===== src/rtl/serial_add_ctrl.sv =====
// Bit-serial adder controller: one shared full-adder slice (two half adders + OR) sequenced LSB first over WIDTH cycles.
// Optional macro SERIAL_ADD_CARRY_EN: when defined, cout is registered from the final carry; otherwise cout is tied to 0.
module serial_add_ctrl #(
    parameter int WIDTH = 8
) (
    input  logic             clk,
    input  logic             rst_n,
    input  logic             start,
    input  logic [WIDTH-1:0] a,
    input  logic [WIDTH-1:0] b,
    output logic             busy,
    output logic             done,
    output logic [WIDTH-1:0] sum,
    output logic             cout
);

    localparam int CNT_W = (WIDTH > 2) ? $clog2(WIDTH) : 1;
    localparam logic [CNT_W-1:0] LAST_CNT = CNT_W'(WIDTH - 1);

    typedef enum logic [1:0] {IDLE, RUN, DONE} state_t;

    state_t           state;
    logic [WIDTH-1:0] a_sr;
    logic [WIDTH-1:0] b_sr;
    logic [WIDTH-1:0] s_sr;
    logic             carry;
    logic [CNT_W-1:0] cnt;

    logic             ha1_s, ha1_c;
    logic             ha2_s, ha2_c;
    logic             c;
    logic [WIDTH-1:0] s_next;

    // Shared one-bit datapath
    always_comb begin
        ha1_s  = a_sr[0] ^ b_sr[0];
        ha1_c  = a_sr[0] & b_sr[0];
        ha2_s  = ha1_s ^ carry;
        ha2_c  = ha1_s & carry;
        c      = ha1_c | ha2_c;
        s_next = {ha2_s, s_sr[WIDTH-1:1]};
    end

`ifdef SERIAL_ADD_CARRY_EN
    logic cout_q;
    assign cout = cout_q;
`else
    assign cout = 1'b0;
`endif

    always_ff @(posedge clk or negedge rst_n) begin
        if (!rst_n) begin
            state <= IDLE;
            a_sr  <= '0;
            b_sr  <= '0;
            s_sr  <= '0;
            carry <= 1'b0;
            cnt   <= '0;
            busy  <= 1'b0;
            done  <= 1'b0;
            sum   <= '0;
`ifdef SERIAL_ADD_CARRY_EN
            cout_q <= 1'b0;
`endif
        end else begin
            case (state)
                IDLE: begin
                    if (start) begin
                        a_sr  <= a;
                        b_sr  <= b;
                        carry <= 1'b0;
                        cnt   <= '0;
                        busy  <= 1'b1;
                        state <= RUN;
                    end
                end
                RUN: begin
                    a_sr  <= a_sr >> 1;
                    b_sr  <= b_sr >> 1;
                    s_sr  <= s_next;
                    carry <= c;
                    cnt   <= cnt + CNT_W'(1);
                    // Result becomes visible only on the final bit, never partially
                    if (cnt == LAST_CNT) begin
                        sum   <= s_next;
`ifdef SERIAL_ADD_CARRY_EN
                        cout_q <= c;
`endif
                        done  <= 1'b1;
                        state <= DONE;
                    end
                end
                DONE: begin
                    done  <= 1'b0;
                    busy  <= 1'b0;
                    state <= IDLE;
                end
                default: begin
                    done  <= 1'b0;
                    busy  <= 1'b0;
                    state <= IDLE;
                end
            endcase
        end
    end

endmodule


===== config.mk =====
export PLATFORM = sky130hd
export DESIGN_NAME = serial_add_ctrl
export DESIGN_NICKNAME = d
export VERILOG_FILES = /design/src/rtl/serial_add_ctrl.sv
export SDC_FILE = /design/constraint.sdc
export NUM_CORES = 1
export LEC_CHECK = 0
export CAP_MARGIN = 15
export CORE_UTILIZATION = 46
export CTS_CLUSTER_DIAMETER = 100
export DETAILED_ROUTE_END_ITERATION = 8
export GPL_TIMING_DRIVEN = 0
export PLACE_DENSITY = 0.76
export SYNTH_ARGS = -nofsm -noshare
export SYNTH_HDL_FRONTEND = slang
export SYNTH_SLANG_ARGS = --single-unit

===== constraint.sdc =====
create_clock -name clk -period 1.9 [get_ports clk]
set_input_delay 0.285 -clock clk [delete_from_list [all_inputs] [get_ports clk]]
set_output_delay 0.285 -clock clk [all_outputs]
set_load 0.01 [all_outputs]

* Word level (Yosys, flattened, before mapping)
Index checks and enable logic that the tools add are counted. W data, S select, Z words.
Word-level totals: register bits 40, bits of input ports 19, output and inout port bits 11, logic and storage cells 43
Cells by class: add/sub/neg operators 1, eq/ne operators 4, muxes and demuxes 15, bitwise gates (word level) 7, reduce and logical (&&, ||, !) cells 7
Operator list (count):
- $pmux W8 S2 | 2
- $mux W8 | 2
- $reduce_and A2 Y1 | 5
- $pmux W1 S2 | 3
- $pmux W3 S2 | 1
- $mux W2 | 2
- $ne A2 B2 Y1 const B | 2
- $pmux W2 S2 | 1
- $add A3 B1 Y3 const B | 1
- $eq A3 B3 Y1 const B | 1
- $mux W1 | 3
- $mux W3 | 1
- $and A1 B1 Y1 | 2
- $eq A2 B1 Y1 const B | 1
- $logic_not A2 Y1 | 1
- $not A1 Y1 | 2
- $reduce_bool A2 Y1 | 1
- $xor A1 B1 Y1 | 2
- $or A1 B1 Y1 | 1

* Depth between registers and ports, before layout
Gate-level depths: netlist (run 1).
word-level depth 4, depth in mapped cells 5, gate-level depth less buffers 4

* Worst setup path after synthesis (run 1)
No wires, ideal clock.
path type reg-to-reg, start register cnt[0], end register sum[0], setup time 0.125 ns, arrival 1.305 ns, required time 1.775 ns, path slack 0.470 ns, cell stages (with the launch flop) 5, period minus slack after synthesis 1.430 ns, cell sequence dfrtp_1 > ha_1 > ha_1 > nand3b_2 > mux2_2
Between the ends: word-level cells in the longest chain between the ends 2
RTL lines:
- from (decl) | RTL line 27 | logic [CNT_W-1:0] cnt;
- from (signal assigned) | RTL line 82 | cnt <= cnt + CNT_W'(1);
- $eq A3 B3 Y1 | RTL line 84 | if (cnt == LAST_CNT) begin
- $reduce_and A2 Y1 (no line)
- to (signal assigned) | RTL line 85 | sum <= s_next;
- to (decl) | RTL line 13 | output logic [WIDTH-1:0] sum,
No other way between the ends. A chain may end at the register's enable or synchronous reset.

* Final worst setup path (run 1)
Same ends and word-level chain as after synthesis.

==> impl_metrics.prom, run 1 <==
# TYPE chip_impl_metric gauge
chip_impl_info{name="status",value="completed"} 1
chip_impl_metric{name="crit_arrival",unit="ps"} 1770
chip_impl_metric{name="globalRouteOverflowTotal",unit=""} 0
chip_impl_metric{name="wire_length_the_detailed_router_placed_on_met1",unit="µm"} 1520
chip_impl_metric{name="final-hold-violation-count",unit=""} 0
chip_impl_metric{name="slew_headroom",unit=""} 0.441
chip_impl_metric{name="pin_count_of_the_biggest_net_entering_global_routing",unit=""} 40
chip_impl_metric{name="number_of_filler_instances_in_the_final_layout",unit=""} 307
chip_impl_info{name="post-synth-top-area-cell",value="dfrtp_1"} 1
chip_impl_metric{name="total_number_of_vias",unit=""} 1204
chip_impl_metric{name="core_region_area",unit="µm²"} 3720
chip_impl_info{name="startpoint_type",value="flop"} 1
chip_impl_metric{name="yosysWarningCount",unit=""} 0
chip_impl_metric{name="power_switching_share",unit=""} 0.336
chip_impl_metric{name="synthCells",unit=""} 140
chip_impl_metric{name="p_leak",unit="nW"} 0.973
chip_impl_info{name="ys_dominant_reg_cell",value="dfrtp_1"} 1
chip_impl_info{name="yosys-top-cells-area",value="dfrtp_1 54%, mux2_2 8.1%, nor4b_1 6.8%, a221oi_2 6.6%, inv_1 4.3%"} 1
chip_impl_metric{name="first_pass_iters",unit=""} 4
chip_impl_metric{name="pin_count",unit=""} 30
chip_impl_metric{name="synth-edff-count",unit=""} 0
chip_impl_metric{name="diodes",unit=""} 0
chip_impl_metric{name="die_area",unit="µm²"} 4200
chip_impl_metric{name="portbufs",unit=""} 28
chip_impl_metric{name="dpl-instance-area",unit="µm²"} 2150
chip_impl_metric{name="worst_setup_hold_path_clk_slew",unit="ps"} 70
chip_impl_metric{name="critical_path_required",unit="ps"} 2090
chip_impl_info{name="worst_hold_path_type",value="in2async"} 1
chip_impl_metric{name="floorplan.rows",unit=""} 22
chip_impl_metric{name="setup_viol",unit=""} 0
chip_impl_metric{name="fin_crit",unit="ps"} 1590
chip_impl_metric{name="power_frac_clock",unit=""} 0.157
chip_impl_info{name="layout.cells.most_common_list",value="39 x dfrtp_1, 27 x clkdlybuf4s50_1, 21 x inv_1, 14 x nor4b_1, 13 x mux2_2"} 1
chip_impl_metric{name="final_design_area_no_fill",unit="µm²"} 2240
chip_impl_metric{name="asyncSetResetFlopFracSynth",unit=""} 1.00
chip_impl_metric{name="irDropWorstVdd",unit="mV"} 0.749
chip_impl_metric{name="tritoncts_num_sinks",unit=""} 39
chip_impl_metric{name="worst_slew_pin_slew",unit="ps"} 839
chip_impl_metric{name="fin_worst_skew",unit="ps"} 3.66
chip_impl_metric{name="global_placement_routability_congestion",unit=""} 0.727
chip_impl_metric{name="dr_wl_met2",unit="µm"} 1550
chip_impl_metric{name="post_drt_via_cell_ratio",unit=""} 5.38
chip_impl_metric{name="initial_utilization",unit=""} 0.488
chip_impl_metric{name="route.detailed.drc",unit=""} 0
chip_impl_metric{name="cap_violations",unit=""} 0
chip_impl_metric{name="intPower",unit="W"} 0.00235
chip_impl_info{name="maxUsedRoutingLayer",value="met4"} 1
chip_impl_metric{name="synth.yosys.seq_area_share",unit=""} 0.538
chip_impl_metric{name="fp.dieW",unit="µm"} 64.8
chip_impl_metric{name="final_layout_size_suffix_gt1_frac",unit=""} 0.261
chip_impl_metric{name="reg_power_frac",unit=""} 0.401
chip_impl_metric{name="cts.hold.buffers_added",unit=""} 0
chip_impl_metric{name="layout.cells.non_filler",unit=""} 224
chip_impl_metric{name="net-switching-power",unit="W"} 0.00119
chip_impl_metric{name="share_comb_of_total_power",unit=""} 0.442
chip_impl_metric{name="antenna_found_initial",unit=""} 0
chip_impl_metric{name="numPlacedInstances",unit=""} 216
chip_impl_metric{name="cell_area_after_synthesis",unit="µm²"} 1810
chip_impl_metric{name="postCtsSetupRepairBufs",unit=""} 0
chip_impl_metric{name="area_growth_syn_to_layout",unit="%"} 23.4
chip_impl_metric{name="ctsHtreeMaxLevel",unit=""} 2
chip_impl_info{name="rsz0062_at_grt",value="false"} 1
chip_impl_metric{name="synth.net_count",unit=""} 162
chip_impl_metric{name="drt_first_iter_violations",unit=""} 44
chip_impl_info{name="worstSetupPathType",value="reg2reg"} 1
chip_impl_metric{name="synth.lib_cells_used.distinct",unit=""} 30
chip_impl_info{name="tritoncts_clock_tree",value="done"} 1
chip_impl_info{name="clock_root_buffer",value="clkbuf_8"} 1
chip_impl_metric{name="synth_area_per_cell",unit="µm²"} 12.9
chip_impl_metric{name="wirelength",unit="µm"} 3260
chip_impl_info{name="critPathCaptureType",value="flop"} 1
chip_impl_metric{name="power_per_cell_area",unit="nW/µm²"} 1580
chip_impl_metric{name="grt.total_usage",unit=""} 0.185
chip_impl_metric{name="max_clock_freq",unit="MHz"} 630
chip_impl_metric{name="worst-path-max-fanout",unit=""} 9
chip_impl_metric{name="timing_max_transition_violations_final",unit=""} 0
chip_impl_metric{name="cts_buffers",unit=""} 5
chip_impl_info{name="most_common_cell_after_layout_fill_and_taps_aside",value="dfrtp_1"} 1
chip_impl_metric{name="routedWlPerCell",unit="µm"} 14.5
chip_impl_metric{name="final_net_count",unit=""} 197
chip_impl_metric{name="drt.antenna.violating_nets",unit=""} 0
chip_impl_metric{name="vertical_extent_of_the_die",unit="µm"} 64.8
chip_impl_metric{name="first_global_vias",unit=""} 1217
chip_impl_metric{name="grt_first_pass_wirelength",unit="µm"} 5770
chip_impl_metric{name="met3_wirelength",unit="µm"} 123
chip_impl_metric{name="postSynthRegisterBits",unit=""} 39
chip_impl_metric{name="synth_top_area_frac",unit=""} 0.538
chip_impl_metric{name="place.detailed.hpwl",unit="µm"} 2240
chip_impl_metric{name="cts.path.max_buffers",unit=""} 2
chip_impl_metric{name="clock_latency",unit="ps"} 300
chip_impl_metric{name="layout_worst_path_cycle_share",unit=""} 0.835
chip_impl_metric{name="number_of_gates_resized_after_cts",unit=""} 0
## cell usage after synthesis (all sizes together) (2+ instances only)
cell / count
a21oi: 3
a221oi: 14
a22o: 2
buf: 10
clkbuf: 2
dfrtp: 39
ha: 2
inv: 21
mux2: 13
mux2i: 3
nand2: 2
nand2b: 2
nand3b: 2
nor4b: 14
## worst paths after layout
check                           to  slack (ps)  cells after the start   start
max                         sum[0]         310                      4  cnt[0]
min                        a_sr[4]          80                      1   rst_n
max reg2reg                 sum[0]         310                      4  cnt[0]
min reg2reg                 sum[5]         510                      1  sum[5]
max in group asynchronous   sum[0]        1290                      1   rst_n
min in group clk            sum[5]         510                      1  sum[5]
## state kept, by name, summed over array words and instances (netlist names)
name,count
b_sr,8
state,2
busy,1
sum,8
a_sr,8
done,1
cnt,3
s_sr,7
carry,1
## metrics by stage
step                      utilization  hold WS (ps)  TNS, ps  setup WS (ps)  power (W)
final                           0.602          84.2        0            314    0.00353
after floorplan                     -         -10.6        0            470    0.00251
after global routing            0.602           158        0            239    0.00379
after CTS                       0.602           114        0            288    0.00357
after detailed placement        0.578           444        0            190    0.00301
after global placement          0.579           474   -13290           -343    0.00294
## power groups by stage
stage | sequential, W | clock (W) | combinational, W
after floorplan | 0.00144 | 0 | 0.00107
after global placement | 0.00141 | 0 | 0.00153
after detailed placement | 0.00143 | 0 | 0.00158
after CTS | 0.00142 | 0.000572 | 0.00158
after global routing | 0.00147 | 0.000604 | 0.00171
final | 0.00142 | 0.000553 | 0.00156
## critical path, stage by stage (launching register included)
cell	delay (ps)
dfrtp_1	410
ha_1	210
ha_1	230
nand3b_2	260
mux2_2	370
## kinds of logic (layout without fill, tap and decap cells)
logic type | after synthesis | in the layout | synth area share
and+or+nand+nor | 24 | 24 | 0.108
buffers and inverters | 33 | 69 | 0.0911
AOI/OAI and AO/OA | 24 | 24 | 0.138
DFF | 39 | 39 | 0.538
other | 1 | 1 | 0.00207
adders and majority gates | 3 | 3 | 0.0248
muxes | 16 | 16 | 0.0973
## metal layers
metal,vias to the layer above,global-route usage
met2,21,0.292
li1,570,-
met1,607,0.231
met5,-,0
met4,0,0.0750
met3,6,0.0634
## area by class of cell
class	instances	area [µm²]	area share
Sequential cell	39	976	0.436
Multi-Input combinational cell	68	672	0.300
Timing Repair Buffer	28	275	0.123
Buffer	12	86.3	0.0386
Inverter	21	78.8	0.0352
Clock buffer	5	68.8	0.0308
Tap cell	48	60.1	0.0268
Clock inverter	3	20.0	0.00895
Power figures use the tool's default switching activity.
==> run 2, diff against run 1 <==
Settings changed: PLACE_DENSITY 0.76 to 0.79.
Clock period 1.9 ns to 1.4 ns, I/O delays scaled along.
==> run 2 against run 1 <==
Compared with the run above:
- total power up 41%
- routed wire length rose by 13%
- critical path depth stayed put
- clock skew is essentially flat
- critical path type unchanged
- critical endpoint is now sum[2]
==> impl_metrics.prom, run 2 (synthesized netlist as in run 1, its figures left out) <==
# TYPE chip_impl_metric gauge
chip_impl_metric{name="global_placement_routability_congestion",unit=""} 0.827
chip_impl_metric{name="irDropWorstVdd",unit="mV"} 1.09
chip_impl_metric{name="wirelength",unit="µm"} 3680
chip_impl_info{name="status",value="completed"} 1
chip_impl_metric{name="slew_headroom",unit=""} 0.437
chip_impl_metric{name="clock_latency",unit="ps"} 280
chip_impl_metric{name="dr_wl_met2",unit="µm"} 1900
chip_impl_metric{name="fin_worst_skew",unit="ps"} 3.98
chip_impl_info{name="maxUsedRoutingLayer",value="met4"} 1
chip_impl_metric{name="timing.reg2reg.setup_slack",unit="ps"} 40
chip_impl_metric{name="diodes",unit=""} 0
chip_impl_metric{name="post_drt_via_cell_ratio",unit=""} 5.44
chip_impl_info{name="critPathCaptureType",value="flop"} 1
chip_impl_metric{name="worst_slew_pin_slew",unit="ps"} 844
chip_impl_info{name="layout.cells.most_common_list",value="38 x dfrtp_1, 21 x inv_1, 17 x clkdlybuf4s50_1, 13 x mux2_2, 13 x nor4b_1"} 1
chip_impl_metric{name="critical_path_required",unit="ps"} 1570
chip_impl_info{name="worst_setup_ep",value="sum[2]"} 1
chip_impl_info{name="tritoncts_clock_tree",value="done"} 1
chip_impl_metric{name="ctsHtreeMaxLevel",unit=""} 2
chip_impl_metric{name="antenna_found_initial",unit=""} 0
chip_impl_metric{name="totalPowerFinal",unit="W"} 0.00498
chip_impl_info{name="r2r-end",value="sum[2]"} 1
chip_impl_metric{name="route.detailed.drc",unit=""} 0
chip_impl_metric{name="vertical_extent_of_the_die",unit="µm"} 64.8
chip_impl_metric{name="final-hold-violation-count",unit=""} 0
chip_impl_metric{name="number_of_filler_instances_in_the_final_layout",unit=""} 292
chip_impl_metric{name="initial_utilization",unit=""} 0.488
chip_impl_metric{name="cts_buffers",unit=""} 5
chip_impl_metric{name="pin_count",unit=""} 30
chip_impl_metric{name="grt.total_usage",unit=""} 0.190
chip_impl_metric{name="setup_viol",unit=""} 0
chip_impl_metric{name="drt.antenna.violating_nets",unit=""} 0
chip_impl_metric{name="max_clock_freq",unit="MHz"} 735
chip_impl_metric{name="total_number_of_vias",unit=""} 1230
chip_impl_metric{name="die_area",unit="µm²"} 4200
chip_impl_metric{name="cts.path.max_buffers",unit=""} 2
chip_impl_metric{name="routedWlPerCell",unit="µm"} 16.3
chip_impl_metric{name="power_per_cell_area",unit="nW/µm²"} 2140
chip_impl_info{name="worstSetupPathType",value="reg2reg"} 1
chip_impl_metric{name="fin_crit",unit="ps"} 1360
chip_impl_metric{name="timing.setup.tns",unit="ps"} 0
chip_impl_info{name="worst_r2r_startpoint",value="cnt[0]"} 1
chip_impl_metric{name="numPlacedInstances",unit=""} 216
chip_impl_metric{name="core_region_area",unit="µm²"} 3720
chip_impl_info{name="clock_root_buffer",value="clkbuf_8"} 1
chip_impl_metric{name="p_leak",unit="nW"} 1.09
chip_impl_metric{name="layout.cells.non_filler",unit=""} 226
chip_impl_metric{name="dpl-instance-area",unit="µm²"} 2160
chip_impl_metric{name="tritoncts_num_sinks",unit=""} 39
chip_impl_metric{name="drt_first_iter_violations",unit=""} 87
chip_impl_metric{name="final_net_count",unit=""} 199
chip_impl_metric{name="final_design_area_no_fill",unit="µm²"} 2330
chip_impl_metric{name="timing_max_transition_violations_final",unit=""} 0
chip_impl_metric{name="portbufs",unit=""} 28
chip_impl_metric{name="worstRegToRegCells",unit=""} 4
chip_impl_metric{name="worst-path-max-fanout",unit=""} 5
chip_impl_metric{name="met3_wirelength",unit="µm"} 166
chip_impl_metric{name="crit_arrival",unit="ps"} 1530
chip_impl_metric{name="area_growth_syn_to_layout",unit="%"} 28.7
chip_impl_info{name="critical_path.startpoint",value="cnt[0]"} 1
chip_impl_metric{name="wire_length_the_detailed_router_placed_on_met1",unit="µm"} 1590
chip_impl_metric{name="finalCoreUtilization",unit=""} 0.628
chip_impl_metric{name="fp.dieW",unit="µm"} 64.8
chip_impl_metric{name="layout_worst_path_cycle_share",unit=""} 0.972
chip_impl_metric{name="first_pass_iters",unit=""} 4
chip_impl_info{name="most_common_cell_after_layout_fill_and_taps_aside",value="dfrtp_1"} 1
chip_impl_metric{name="pin_count_of_the_biggest_net_entering_global_routing",unit=""} 40
chip_impl_metric{name="place.detailed.hpwl",unit="µm"} 2490
chip_impl_info{name="largestRegisters",value="a_sr x8, b_sr x8, sum x8"} 1
chip_impl_metric{name="grt_first_pass_wirelength",unit="µm"} 6000
chip_impl_metric{name="first_global_vias",unit=""} 1341
chip_impl_metric{name="globalRouteOverflowTotal",unit=""} 0
chip_impl_info{name="startpoint_type",value="flop"} 1
chip_impl_metric{name="cap_violations",unit=""} 0
chip_impl_metric{name="worst_setup_hold_path_clk_slew",unit="ps"} 70
chip_impl_metric{name="final_layout_size_suffix_gt1_frac",unit=""} 0.292
chip_impl_info{name="worst_hold_path_type",value="in2async"} 1
chip_impl_metric{name="floorplan.rows",unit=""} 22
[run 2: cell types whose count changed in the layout (fill, tap and decap cells not counted), moves of 2 or more]
cell | before | now
clkinvlp_4 | 2 | 0
nand3b_4 | 0 | 2
clkbuf_8 | 5 | 7
dlymetal6s2s_1 | 0 | 8
clkdlybuf4s50_1 | 27 | 17
ha_1 | 2 | 0
dlygate4sd2_1 | 0 | 2
[run 2: timing repair]
action / 4_1_cts / 5_1_grt
cloned: 1 / 0
pin swaps: 1 / 0
endpoints found under the hold margin: 0 / 0
buffers inserted: 0 / 1
setup endpoints to repair: 9 / 23
hold buffers: 0 / 0
resized for setup: 6 / 13
[run 2: layout make-up]
class | instances | area [µm²] | share of cell area
Sequential cell | 39 | 977 | 0.419
Multi-Input combinational cell | 69 | 729 | 0.313
Inverter | 21 | 78.8 | 0.0338
Tap cell | 48 | 60.1 | 0.0257
Timing Repair Buffer | 29 | 300 | 0.129
Buffer | 12 | 87.6 | 0.0375
Clock buffer | 8 | 100 | 0.0429
[run 2: per-layer routing]
metal	track usage	vias up
met2	0.332	29
met4	0.0639	0
met1	0.221	625
met3	0.0546	4
met5	0	-
li1	-	572
[run 2: critical path, cell delays in order, from the launching register on]
cell	delay, ps
dfrtp_1	390
ha_2	200
ha_4	180
nand3b_4	120
mux2_2	350
[run 2: metrics by stage]
step           hold WS (ps)  worst slack, ps
2_1_floorplan         -85.6             18.4
3_3_place_gp            473             -738
3_5_place_dp            367             -262
4_1_cts                55.3             3.95
5_1_grt                 103            -3.32
6_report               27.6             39.7
[run 2: power breakdown]
| part | total [W] | internal, W | leakage [nW] | switching, W |
|---|---|---|---|---|
| clock | 0.000803 | 0.000449 | 0.0515 | 0.000354 |
| sequential | 0.00194 | 0.00168 | 0.462 | 0.000264 |
| combinational | 0.00224 | 0.00119 | 0.575 | 0.00105 |
| total | 0.00498 | 0.00332 | 1.09 | 0.00167 |
[run 2: how the worst min path moves through the flow]
stage	from	end	depth (start not counted)
6_report	rst_n	a_sr[4]	1
5_1_grt	rst_n	a_sr[4]	1
4_1_cts	rst_n	a_sr[4]	1
3_5_place_dp	rst_n	a_sr[4]	1
3_3_place_gp	cnt[0]	cnt[0]	1
2_1_floorplan	rst_n	a_sr[0]	0
==> run 3, diff against run 2 <==
Settings changed: GPL_TIMING_DRIVEN 0 to 1, PLACE_DENSITY 0.79 to 0.76.
Clock period 1.4 ns to 1.3 ns, I/O delays scaled along.
==> run 3 against run 2 <==
Compared with the run above:
- the run now ends with negative setup slack left
- core utilization rose by 4.9 points
- die area unchanged
- first-iteration DRC count down 4.6%
- sequential share of layout area fell by 3.0 points
- design area increased by 7.8%
- sequential power up 8%
- total power rose by 19%
- non-clock buffer count increased by 7
- clock-buffer cell count decreased by 3
- critical endpoint is now sum[1]
==> impl_metrics.prom, run 3 (synthesized netlist as in run 1, its figures left out) <==
# TYPE chip_impl_metric gauge
chip_impl_metric{name="final_layout_size_suffix_gt1_frac",unit=""} 0.405
chip_impl_metric{name="total_number_of_vias",unit=""} 1260
chip_impl_metric{name="drt.antenna.violating_nets",unit=""} 0
chip_impl_metric{name="setup_viol",unit=""} 7
chip_impl_metric{name="postLayoutSetupSlackWorst",unit="ps"} -20.2
chip_impl_metric{name="floorplan.rows",unit=""} 22
chip_impl_info{name="tritoncts_clock_tree",value="done"} 1
chip_impl_metric{name="globalRouteOverflowTotal",unit=""} 0
chip_impl_metric{name="fin_crit",unit="ps"} 1320
chip_impl_info{name="rsz0062_at_grt",value="true"} 1
chip_impl_metric{name="hold_slack",unit="ps"} 484
chip_impl_metric{name="cp_slowest_stage_delay",unit="ps"} 390
chip_impl_metric{name="routedWlPerCell",unit="µm"} 16.0
chip_impl_metric{name="diodes",unit=""} 0
chip_impl_metric{name="net-switching-power",unit="W"} 0.00192
chip_impl_metric{name="timing.reg2reg.setup_slack",unit="ps"} -20
chip_impl_info{name="cp_slowest_cell",value="dfrtp_1"} 1
chip_impl_metric{name="reg_power_frac",unit=""} 0.355
chip_impl_metric{name="intPower",unit="W"} 0.00402
chip_impl_metric{name="worstRegToRegCells",unit=""} 4
chip_impl_metric{name="core_region_area",unit="µm²"} 3720
chip_impl_info{name="status",value="finished with violations"} 1
chip_impl_info{name="startpoint_type",value="flop"} 1
chip_impl_metric{name="grt_first_pass_wirelength",unit="µm"} 6070
chip_impl_metric{name="route.detailed.drc",unit=""} 0
chip_impl_metric{name="global_placement_routability_congestion",unit=""} 0.792
chip_impl_info{name="worst_hold_path_type",value="in2async"} 1
chip_impl_metric{name="cts.path.max_buffers",unit=""} 2
chip_impl_metric{name="worst-path-max-fanout",unit=""} 4
chip_impl_metric{name="vertical_extent_of_the_die",unit="µm"} 64.8
chip_impl_metric{name="power_per_cell_area",unit="nW/µm²"} 2360
chip_impl_metric{name="share_comb_of_total_power",unit=""} 0.442
chip_impl_metric{name="totalPowerFinal",unit="W"} 0.00593
chip_impl_metric{name="cap_violations",unit=""} 0
chip_impl_metric{name="post_drt_via_cell_ratio",unit=""} 5.41
chip_impl_metric{name="timing_max_transition_violations_final",unit=""} 0
chip_impl_metric{name="first_pass_iters",unit=""} 4
chip_impl_metric{name="critical_path_required",unit="ps"} 1490
chip_impl_metric{name="power_switching_share",unit=""} 0.323
chip_impl_metric{name="fin_worst_skew",unit="ps"} 4.24
chip_impl_metric{name="initial_utilization",unit=""} 0.488
chip_impl_metric{name="die_area",unit="µm²"} 4200
chip_impl_metric{name="tritoncts_num_sinks",unit=""} 39
chip_impl_info{name="critPathCaptureType",value="flop"} 1
chip_impl_metric{name="antenna_found_initial",unit=""} 0
chip_impl_metric{name="ctsHtreeMaxLevel",unit=""} 2
chip_impl_metric{name="power_frac_clock",unit=""} 0.203
chip_impl_metric{name="final_net_count",unit=""} 206
chip_impl_metric{name="drt_first_iter_violations",unit=""} 83
chip_impl_info{name="most_common_cell_after_layout_fill_and_taps_aside",value="dfrtp_1"} 1
chip_impl_metric{name="p_leak",unit="nW"} 1.12
chip_impl_metric{name="pin_count_of_the_biggest_net_entering_global_routing",unit=""} 40
chip_impl_info{name="layout.cells.most_common_list",value="37 x dfrtp_1, 21 x inv_1, 17 x clkdlybuf4s50_1, 17 x buf_4, 12 x nor4b_2"} 1
chip_impl_metric{name="place.detailed.hpwl",unit="µm"} 2470
chip_impl_info{name="clock_root_buffer",value="clkbuf_8"} 1
chip_impl_metric{name="area_growth_syn_to_layout",unit="%"} 38.7
chip_impl_metric{name="wirelength",unit="µm"} 3720
chip_impl_info{name="timing.critical_path.cells",value="ha_2, ha_4, nand3b_2, mux2_4"} 1
chip_impl_metric{name="clock_latency",unit="ps"} 300
chip_impl_metric{name="grt.total_usage",unit=""} 0.197
chip_impl_metric{name="pin_count",unit=""} 30
chip_impl_metric{name="max_clock_freq",unit="MHz"} 757
chip_impl_info{name="worstSetupPathType",value="reg2reg"} 1
chip_impl_metric{name="crit_arrival",unit="ps"} 1510
chip_impl_metric{name="irDropWorstVdd",unit="mV"} 1.20
chip_impl_metric{name="final-hold-violation-count",unit=""} 0
chip_impl_metric{name="number_of_filler_instances_in_the_final_layout",unit=""} 285
chip_impl_metric{name="layout_worst_path_cycle_share",unit=""} 1.02
chip_impl_info{name="largestRegisters",value="a_sr x8, b_sr x8, sum x8"} 1
chip_impl_metric{name="cts_buffers",unit=""} 5
chip_impl_metric{name="worst_setup_hold_path_clk_slew",unit="ps"} 80
chip_impl_info{name="violations_in_the_final_reports",value="negative setup slack"} 1
chip_impl_metric{name="fp.dieW",unit="µm"} 64.8
chip_impl_metric{name="portbufs",unit=""} 28
chip_impl_metric{name="first_global_vias",unit=""} 1283
[run 3: what timing repair did]
item | in CTS | in global routing
hold endpoints to repair | 39 | 0
hold buffers | 1 | 0
pin swaps | 0 | 1
setup endpoints to repair | 28 | 17
resized for setup | 17 | 12
gates cloned | 0 | 1
setup buffers | 1 | 2
[run 3: final cells by class]
type,count,area (µm²),area share
Clock buffer,5,68.8,0.0274
Clock inverter,3,67.6,0.0269
Inverter,21,78.8,0.0313
Multi-Input combinational cell,69,830,0.330
Sequential cell,39,978,0.389
Tap cell,48,60.1,0.0239
Timing Repair Buffer,48,432,0.172
[run 3: final timing paths]
check                      endpoint    from
max                          sum[1]  cnt[1]
min                          sum[6]   rst_n
max reg2reg                  sum[1]  cnt[1]
min reg2reg                    done    done
max in group asynchronous  state[0]   rst_n
min in group clk               done    done
[run 3: metrics by stage]
| step | setup WS [ps] | utilization | TNS [ps] | cell area (µm²) | cells |
|---|---|---|---|---|---|
| after floorplan | 3.18 | - | 0 | 1860 | 140 |
| after global placement | -157 | 0.604 | -1820 | 2240 | 220 |
| after detailed placement | -227 | 0.604 | -2820 | 2240 | 220 |
| after CTS | -63.7 | 0.652 | -420 | 2420 | 230 |
| after global routing | -71.9 | 0.677 | -512 | 2510 | 233 |
| final | -20.2 | 0.677 | -92.2 | 2510 | 233 |
[run 3: power by group through the flow]
stage | clock, W | combinational (W) | sequential (W)
after global routing | 0.00129 | 0.00286 | 0.00217
after floorplan | 0 | 0.00169 | 0.00212
after detailed placement | 0 | 0.00252 | 0.00214
after CTS | 0.00123 | 0.00245 | 0.00212
after global placement | 0 | 0.00241 | 0.00211
final | 0.00120 | 0.00262 | 0.00210
[run 3: critical path, delay by kind of cell, from the launching register on]
kind | cells | cell delay [ps]
flops | 1 | 390
fa+ha+maj | 2 | 380
mux | 1 | 310
simple gates | 1 | 140
[run 3: metal layers]
metal	track usage	wire (µm)
met5	0	0
met4	0.0833	54
met3	0.0599	150
met2	0.318	1890
met1	0.243	1630
